## src/rtl/drive_assist_sequencer.sv

```systemverilog
// drive_assist_sequencer
//   Sequences the 5-stage desired-drive multiply pipeline for the motor
//   current loop. A sample tick freezes the sensor operands onto the
//   pipeline inputs. The block then waits out the pipeline latency and
//   captures the target current. It slew-limits that target into the
//   commanded current for the PI current loop.
//
// Optional feature (macro DRIVE_SEQ_SAT_MON_EN):
//   Saturation monitor. SAT_LIMIT consecutive normal-path captures of
//   12'hFFF set a sticky sat_fault. While the fault is set, the update
//   target is forced to 0. Without the macro, sat_fault is tied low.
//
// Ports:
//   clk, rst_n          clock, synchronous active-low reset
//   sample_tick         one-cycle request to start a computation
//   *_in                sensor samples, latched on an accepted tick
//   avg_torque, cadence, incline, scale, not_pedaling
//                       held operands driving the pipeline
//   target_curr_pipe    pipeline result
//   clr_overrun         clears the sticky overrun flag
//   cmd_curr, cmd_vld   slew-limited command and its one-cycle update pulse
//   busy                state machine not IDLE
//   overrun             sticky: a tick was dropped
//   sat_fault           saturation fault (optional feature)
//
// Handshake: sample_tick is accepted only while the FSM is IDLE (busy=0).
// A tick seen while busy=1 is dropped and sets overrun. cmd_vld is a
// one-cycle strobe with no back-pressure. cmd_curr is valid in that cycle
// and holds until the next strobe.
module drive_assist_sequencer #(
  parameter int          PIPE_LAT  = 5,
  parameter logic [11:0] SLEW_UP   = 12'd64,
  parameter logic [11:0] SLEW_DN   = 12'd128,
  parameter int          SAT_LIMIT = 4
) (
  input  logic        clk,
  input  logic        rst_n,
  input  logic        sample_tick,
  input  logic [11:0] avg_torque_in,
  input  logic [4:0]  cadence_in,
  input  logic [12:0] incline_in,
  input  logic [2:0]  scale_in,
  input  logic        not_pedaling_in,
  output logic [11:0] avg_torque,
  output logic [4:0]  cadence,
  output logic [12:0] incline,
  output logic [2:0]  scale,
  output logic        not_pedaling,
  input  logic [11:0] target_curr_pipe,
  input  logic        clr_overrun,
  output logic [11:0] cmd_curr,
  output logic        cmd_vld,
  output logic        busy,
  output logic        overrun,
  output logic        sat_fault
);

  localparam int CW = $clog2(PIPE_LAT + 1);

  typedef enum logic [1:0] {IDLE = 2'd0, WAIT = 2'd1, UPDATE = 2'd2} state_t;

  state_t        state;
  state_t        state_nxt;
  logic [CW-1:0] wait_cnt;
  logic [11:0]   target_q;
  logic [11:0]   upd_target;
  logic [12:0]   diff;
  logic [12:0]   neg_diff;
  logic [11:0]   cmd_nxt;
  logic          accept;
  logic          capture;

  assign accept  = (state == IDLE) && sample_tick;
  assign capture = (state == WAIT) && (wait_cnt == '0);
  assign busy    = (state != IDLE);

  always_ff @(posedge clk) begin
    if (!rst_n) state <= IDLE;
    else        state <= state_nxt;
  end

  always_comb begin
    state_nxt = state;
    case (state)
      IDLE:    if (sample_tick) state_nxt = not_pedaling_in ? UPDATE : WAIT;
      WAIT:    if (wait_cnt == '0) state_nxt = UPDATE;
      UPDATE:  state_nxt = IDLE;
      default: state_nxt = IDLE;
    endcase
  end

`ifdef DRIVE_SEQ_SAT_MON_EN
  assign upd_target = sat_fault ? 12'd0 : target_q;
`else
  assign upd_target = target_q;
`endif

  // Unsigned operands widened by one bit, so bit 12 of the difference is
  // the sign. The magnitude of any difference fits in 12 bits.
  always_comb begin
    diff     = {1'b0, upd_target} - {1'b0, cmd_curr};
    neg_diff = 13'd0 - diff;
    cmd_nxt  = cmd_curr;
    if (!diff[12]) begin
      // Clamp to the target when within one step, so the command never wraps.
      cmd_nxt = (diff[11:0] > SLEW_UP) ? cmd_curr + SLEW_UP : upd_target;
    end else begin
      cmd_nxt = (neg_diff[11:0] > SLEW_DN) ? cmd_curr - SLEW_DN : upd_target;
    end
  end

  always_ff @(posedge clk) begin
    if (!rst_n) begin
      avg_torque   <= '0;
      cadence      <= '0;
      incline      <= '0;
      scale        <= '0;
      not_pedaling <= 1'b0;
      wait_cnt     <= '0;
      target_q     <= '0;
      cmd_curr     <= '0;
      cmd_vld      <= 1'b0;
      overrun      <= 1'b0;
    end else begin
      cmd_vld <= 1'b0;
      if (accept) begin
        avg_torque   <= avg_torque_in;
        cadence      <= cadence_in;
        incline      <= incline_in;
        scale        <= scale_in;
        not_pedaling <= not_pedaling_in;
        // The not-pedaling path skips the pipeline and commands zero.
        if (not_pedaling_in) target_q <= 12'd0;
        else                 wait_cnt <= CW'(PIPE_LAT);
      end
      if ((state == WAIT) && (wait_cnt != '0)) wait_cnt <= wait_cnt - 1'b1;
      if (capture) target_q <= target_curr_pipe;
      if (state == UPDATE) begin
        cmd_curr <= cmd_nxt;
        cmd_vld  <= 1'b1;
      end
      // A dropped tick takes priority over a clear in the same cycle.
      if (sample_tick && (state != IDLE)) overrun <= 1'b1;
      else if (clr_overrun)               overrun <= 1'b0;
    end
  end

`ifdef DRIVE_SEQ_SAT_MON_EN
  localparam int SW = $clog2(SAT_LIMIT + 1);
  logic [SW-1:0] sat_cnt;

  // Only normal-path captures move the counter. Not-pedaling sequences
  // never pass through capture, so they leave it unchanged.
  always_ff @(posedge clk) begin
    if (!rst_n) begin
      sat_cnt   <= '0;
      sat_fault <= 1'b0;
    end else if (capture) begin
      if (target_curr_pipe == 12'hFFF) begin
        if (sat_cnt != SW'(SAT_LIMIT)) sat_cnt <= sat_cnt + 1'b1;
        if (sat_cnt == SW'(SAT_LIMIT - 1)) sat_fault <= 1'b1;
      end else begin
        sat_cnt <= '0;
      end
    end
  end
`else
  assign sat_fault = 1'b0;
`endif

endmodule

```

## config.mk

```make
export PLATFORM = sky130hd
export DESIGN_NAME = drive_assist_sequencer
export DESIGN_NICKNAME = d
export VERILOG_FILES = /design/src/rtl/drive_assist_sequencer.sv
export SDC_FILE = /design/constraint.sdc
export NUM_CORES = 1
export LEC_CHECK = 0
export CAP_MARGIN = 15
export CORE_ASPECT_RATIO = 0.8
export CORE_MARGIN = 5
export CORE_UTILIZATION = 43
export DETAILED_ROUTE_END_ITERATION = 16
export GPL_TIMING_DRIVEN = 0
export HOLD_SLACK_MARGIN = 0.12
export PLACE_DENSITY_LB_ADDON = 0.05
export SLEW_MARGIN = 20
export SYNTH_ARGS = -nofsm -noshare
export SYNTH_HDL_FRONTEND = slang
export SYNTH_SLANG_ARGS = --single-unit
export TNS_END_PERCENT = 10
```

## constraint.sdc

```tcl
create_clock -name clk -period 3.3 [get_ports clk]
set_input_delay 0.66 -clock clk [delete_from_list [all_inputs] [get_ports clk]]
set_output_delay 0.66 -clock clk [all_outputs]
set_load 0.02 [all_outputs]
```

======== Word level (Yosys, flattened, before mapping) ========
Index checks and enable logic that the tools add are counted.
word-level totals
  flip-flop bits (word level) ............. 65
  latch bits .............................. 0
  RAM bits ................................ 0
  memory bits (read-only) ................. 0
  memories kept ........................... 0
cells by class
  add/sub/neg operators ................... 5
  multipliers ............................. 0
  divide/modulo/power cells ............... 0
  magnitude comparators ................... 2
  eq/ne operators ......................... 5
  shift-type cells ........................ 0
  muxes and demuxes ....................... 16
  bitwise operators ....................... 0
  reduce and logical (&&, ||, !) cells .... 15
operators by type and width
  kind                                                                      count
  12-bit two-way mux                                                        6
  12-bit by 12-bit subtractor with 13-bit output                            1
  12-bit by 7-bit adder with 12-bit output (second input constant)          1
  12-bit by 7-bit > comparator with 1-bit output (second input constant)    1
  12-bit by 8-bit > comparator with 1-bit output (second input constant)    1
  1-bit by 12-bit subtractor with 12-bit output (first input constant)      1
  12-bit by 8-bit subtractor with 12-bit output (second input constant)     1
  2-bit nonzero test                                                        5
  3-bit two-way mux                                                         3
  2-bit two-way mux                                                         3
  2-bit AND reduction                                                       3
  1-bit logical AND                                                         4
  2-bit by 1-bit inequality test with 1-bit output (second input constant)  2
  2-bit case mux with 2 select lines                                        1
  3-bit zero test                                                           1
  1-bit two-way mux                                                         3
  3-bit nonzero test                                                        1
  3-bit by 1-bit subtractor with 3-bit output (second input constant)       1
  2-bit by 1-bit == test with 1-bit output (second input constant)          1
  2-bit == test (second input constant)                                     1
  2-bit zero test                                                           1
  2-bit inequality test (second input constant)                             1

======== Longest topological paths before layout ========
  depth in word-level cells ............... 5
  depth in mapped cells ................... 14

======== Worst setup path before layout ========
Ideal clock, no wire load.
  path type ............................... register to register
  from .................................... register cmd_curr[6]
  to ...................................... register cmd_curr[1]
  setup time .............................. 0.128 ns
  arrival ................................. 3.282 ns
  path slack .............................. -0.110 ns
  cell stages (with the launch flop) ...... 15
  buffers on the path ..................... 2
  path through ............................ dfxtp_1 > inv_1 > ha_1 > buf_2 > nand3_1 > a2111oi_2 > a211oi_1 > or3b_1 > a311o_1 > or4_4 > nand3_4 > and3_4 > buf_12 > mux2i_1 > nor2_1
on the way
  cells in the longest elaborated chain, start to end .. 5
RTL lines
  element                                           RTL line  text
  from (decl)                                       51        output logic [11:0] cmd_curr,
  from (signal assigned)                            139       cmd_curr <= cmd_nxt;
  12-bit by 12-bit subtractor with 13-bit output *  101       diff = {1'b0, upd_target} - {1'b0, cmd_curr};
  1-bit by 12-bit subtractor with 12-bit output     102       neg_diff = 13'd0 - diff;
  12-bit by 8-bit > comparator with 1-bit output    108       cmd_nxt = (neg_diff[11:0] > SLEW_DN) ? cmd_curr - SLEW_DN : upd_target;
  12-bit two-way mux                                108
  12-bit two-way mux *                              104       if (!diff[12]) begin
Mark *: on every way between the ends. The rest lies on a longest branch, timed or not.
A chain may end at the register's enable or synchronous reset.

======== Worst setup path after layout ========
  from .................................... register cmd_curr[3]
  to ...................................... register cmd_curr[2]
Same word-level chain as after synthesis.

==> metrics <==
Final Hold Fails 0; CP arrival 3400 ps; HP Class register to register; Overflow after GRT 0; Netlist cell types 52; drt first pass iters 4; Wirelength per Cell 14.6 um; die area 9560 um2; Worst Skew 12.2 ps; Routed met2 length 4.15 mm; via count 3254; crit-path max FO 7; hpwl dp 6.78 mm; max layer used met4; asr flop ratio synth 0; number of H-tree levels 3; CP Buf/Inv Count 3; largest net degree at the start of global routing 13; Metal-1 WL 4.17 mm; CP endpoint kind register; Top FF cell, synth dfxtp_1; Antenna Nets Post-Route 0; clock-pin slew on the worst setup and hold paths 70 ps; Met3 Wirelength 961 um; I/O Pins 100; initial core utilization 0.443; Overall Global Routing Usage 0.197; Max-Cap Viols 0; Core Region 7460 um2; fin crit share 0.967; GPL Wtd Cong 0.888; pre-CTS setup slack -389 ps; CP delay by family, top simple AND/OR/NAND/NOR gates; first-pass GRT wire length 14.8 mm; Seq/Total Area, Yosys 0.393; later-pin clock latency in the skew report 340 ps; root buffer cell clkbuf_8; CTS sink count 65; row count 28; #FFs+latches synth 65; Post-Layout Inst Area 4850 um2; Rel. slew slack 0.619; drt total wl 9.32 mm; worst endpoint required time 3510 ps; Syn Std Cell Area 3310 um2; outcome finished clean; CTS Buf Count 9; worst-path cell chain inv_1 > ha_4 > inv_1 > a2111oi_4 > a211oi_2 > or3b_1 > a311o_1 > or4_4 > nand3_4 > and3_4 > buf_12 > mux2i_1 > nor2_1; Post-route DRC 0; P_leak 1.84 nW; Critical Path Slowest Stage Cell or4_4; fmax 0.313 GHz; Clock Tree Buf Depth 2; worst setup margin 110 ps; Final Max Tran Viols 0; Final Critical Period 3190 ps; hold bufs inserted after CTS 0; Avg Cell Area, Syn 7.93 um2; Post-DP Area 4420 um2; Synth warnings 0; critical path type register to register; # diodes 0; fillers 657; Slew @ Worst Pin 571 ps; Pwr per Cell Area 506 nW/um2; Worst path most repeated cell inv_1; CTS tree built; area grow syn2layout 46.7%; Post-synth EDFFs 0; initial antenna violation count 0; peak supply drop 245 uV; cell count after synthesis 417; die width 108 um; CP peak stage delay 470 ps; crit start category register; Die Ht 88.5 um; layout cells sized above 1 0.113; Vias/cell 5.10; post-synthesis net count 485; nets 596; number of global-route vias before repair 3067; initial DRC count 129; TNS Setup 0 ps; final setup vio count 0; IO buf count 98
-- synthesized netlist by cell type (4+ instances only) --
cell type  instances  share of area
nand2b_1           7          0.013
ha_1              17          0.064
and2_1             6          0.011
mux2i_1            7          0.021
dfxtp_1           65           0.39
nor2_1            29          0.033
xnor2_1            8          0.021
clkbuf_1          16          0.018
nand2_1           85          0.096
nand3_1            7          0.011
a22oi_1           13          0.029
and3_1             4         0.0076
nor2b_1            4         0.0076
a21oi_1           57          0.086
inv_1             24          0.027
o21ai_0           12          0.018
o22ai_1            4         0.0076
-- report_power, final --
group	leakage, nW	internal (mW)	switching (mW)
combinational	1.20	0.399	0.438
clock	0.0991	0.428	0.328
sequential	0.536	0.831	0.0338
total	1.84	1.66	0.799
-- layout by cell type, fill, tap and decap left out, types with 5 or more instances in the layout --
| cell type | n |
|---|---|
| inv_1 | 23 |
| xnor2_1 | 8 |
| ha_4 | 7 |
| clkdlybuf4s50_1 | 98 |
| nor2_1 | 28 |
| a21oi_1 | 55 |
| nand3_1 | 6 |
| nand2b_1 | 5 |
| ha_1 | 9 |
| clkbuf_1 | 16 |
| dfxtp_2 | 6 |
| and2_1 | 6 |
| dfxtp_1 | 56 |
| clkbuf_8 | 9 |
| mux2i_1 | 7 |
| a22oi_1 | 13 |
| nand2_1 | 85 |
| o21ai_0 | 10 |
-- cell type report --
class                           instances  area [um2]  share of cell area
Buffer                                 20         106              0.0219
Clock buffer                           10         128              0.0263
Clock inverter                          6        91.3              0.0188
Inverter                               24        90.1              0.0186
Multi-Input combinational cell        307        1980               0.409
Sequential cell                        65        1320               0.272
Tap cell                              105         131              0.0271
Timing Repair Buffer                  101        1000               0.207
-- tightest hold or removal path, delay by kind of cell (launching register included) --
kind / cells / cell delay (ps)
AND/OR/NAND/NOR: 1 / 50
AO/OA/AOI/OAI: 1 / 50
flip-flops: 1 / 310
-- timing repair --
item                                    CTS  global route
resized for setup                        24            16
endpoints found under the setup margin   12            12
buffers inserted                          2             1
pin swaps                                 3             5
-- through the flow --
step	utilization	cells	hold slack [ps]	power, mW
floorplan	-	417	439	1.38
global placement	0.593	620	441	1.61
detailed placement	0.593	620	446	1.62
CTS	0.641	637	457	2.43
global route	0.650	638	478	2.60
finish	0.650	638	454	2.46
-- state kept, by name, indices dropped and copies added, names as in the netlist --
register,flops
overrun,1
avg_torque,12
wait_cnt,3
cmd_curr,12
cmd_vld,1
not_pedaling,1
scale,3
target_q,12
state,2
cadence,5
incline,13
-- cells by family after synthesis --
group | Yosys count | synth area share
multiplexers | 7 | 0.0212
XOR/XNOR | 11 | 0.0291
buffers and inverters | 45 | 0.0579
other | 1 | 0.00113
adder cells (fa/ha/maj) | 18 | 0.0703
flip-flops | 65 | 0.393
AND/OR/NAND/NOR | 159 | 0.222
AO/OA/AOI/OAI | 111 | 0.205
-- worst paths after layout --
path,from,to,slack (ps),cells after the start
min reg2reg,incline[1]$_SDFFE_PN0P_,incline[1]$_SDFFE_PN0P_,450,2
max,cmd_curr[3]$_SDFFE_PN0P_,cmd_curr[2]$_SDFFE_PN0P_,110,13
max reg2reg,cmd_curr[3]$_SDFFE_PN0P_,cmd_curr[2]$_SDFFE_PN0P_,110,13
min,incline[1]$_SDFFE_PN0P_,incline[1]$_SDFFE_PN0P_,450,2
-- routing by layer --
layer / up-vias / track usage
met2: 107 / 0.307
met5: - / 0
met4: 0 / 0.0585
met1: 1486 / 0.255
met3: 4 / 0.0751
li1: 1657 / -
Power figures use the tool's default switching activity.
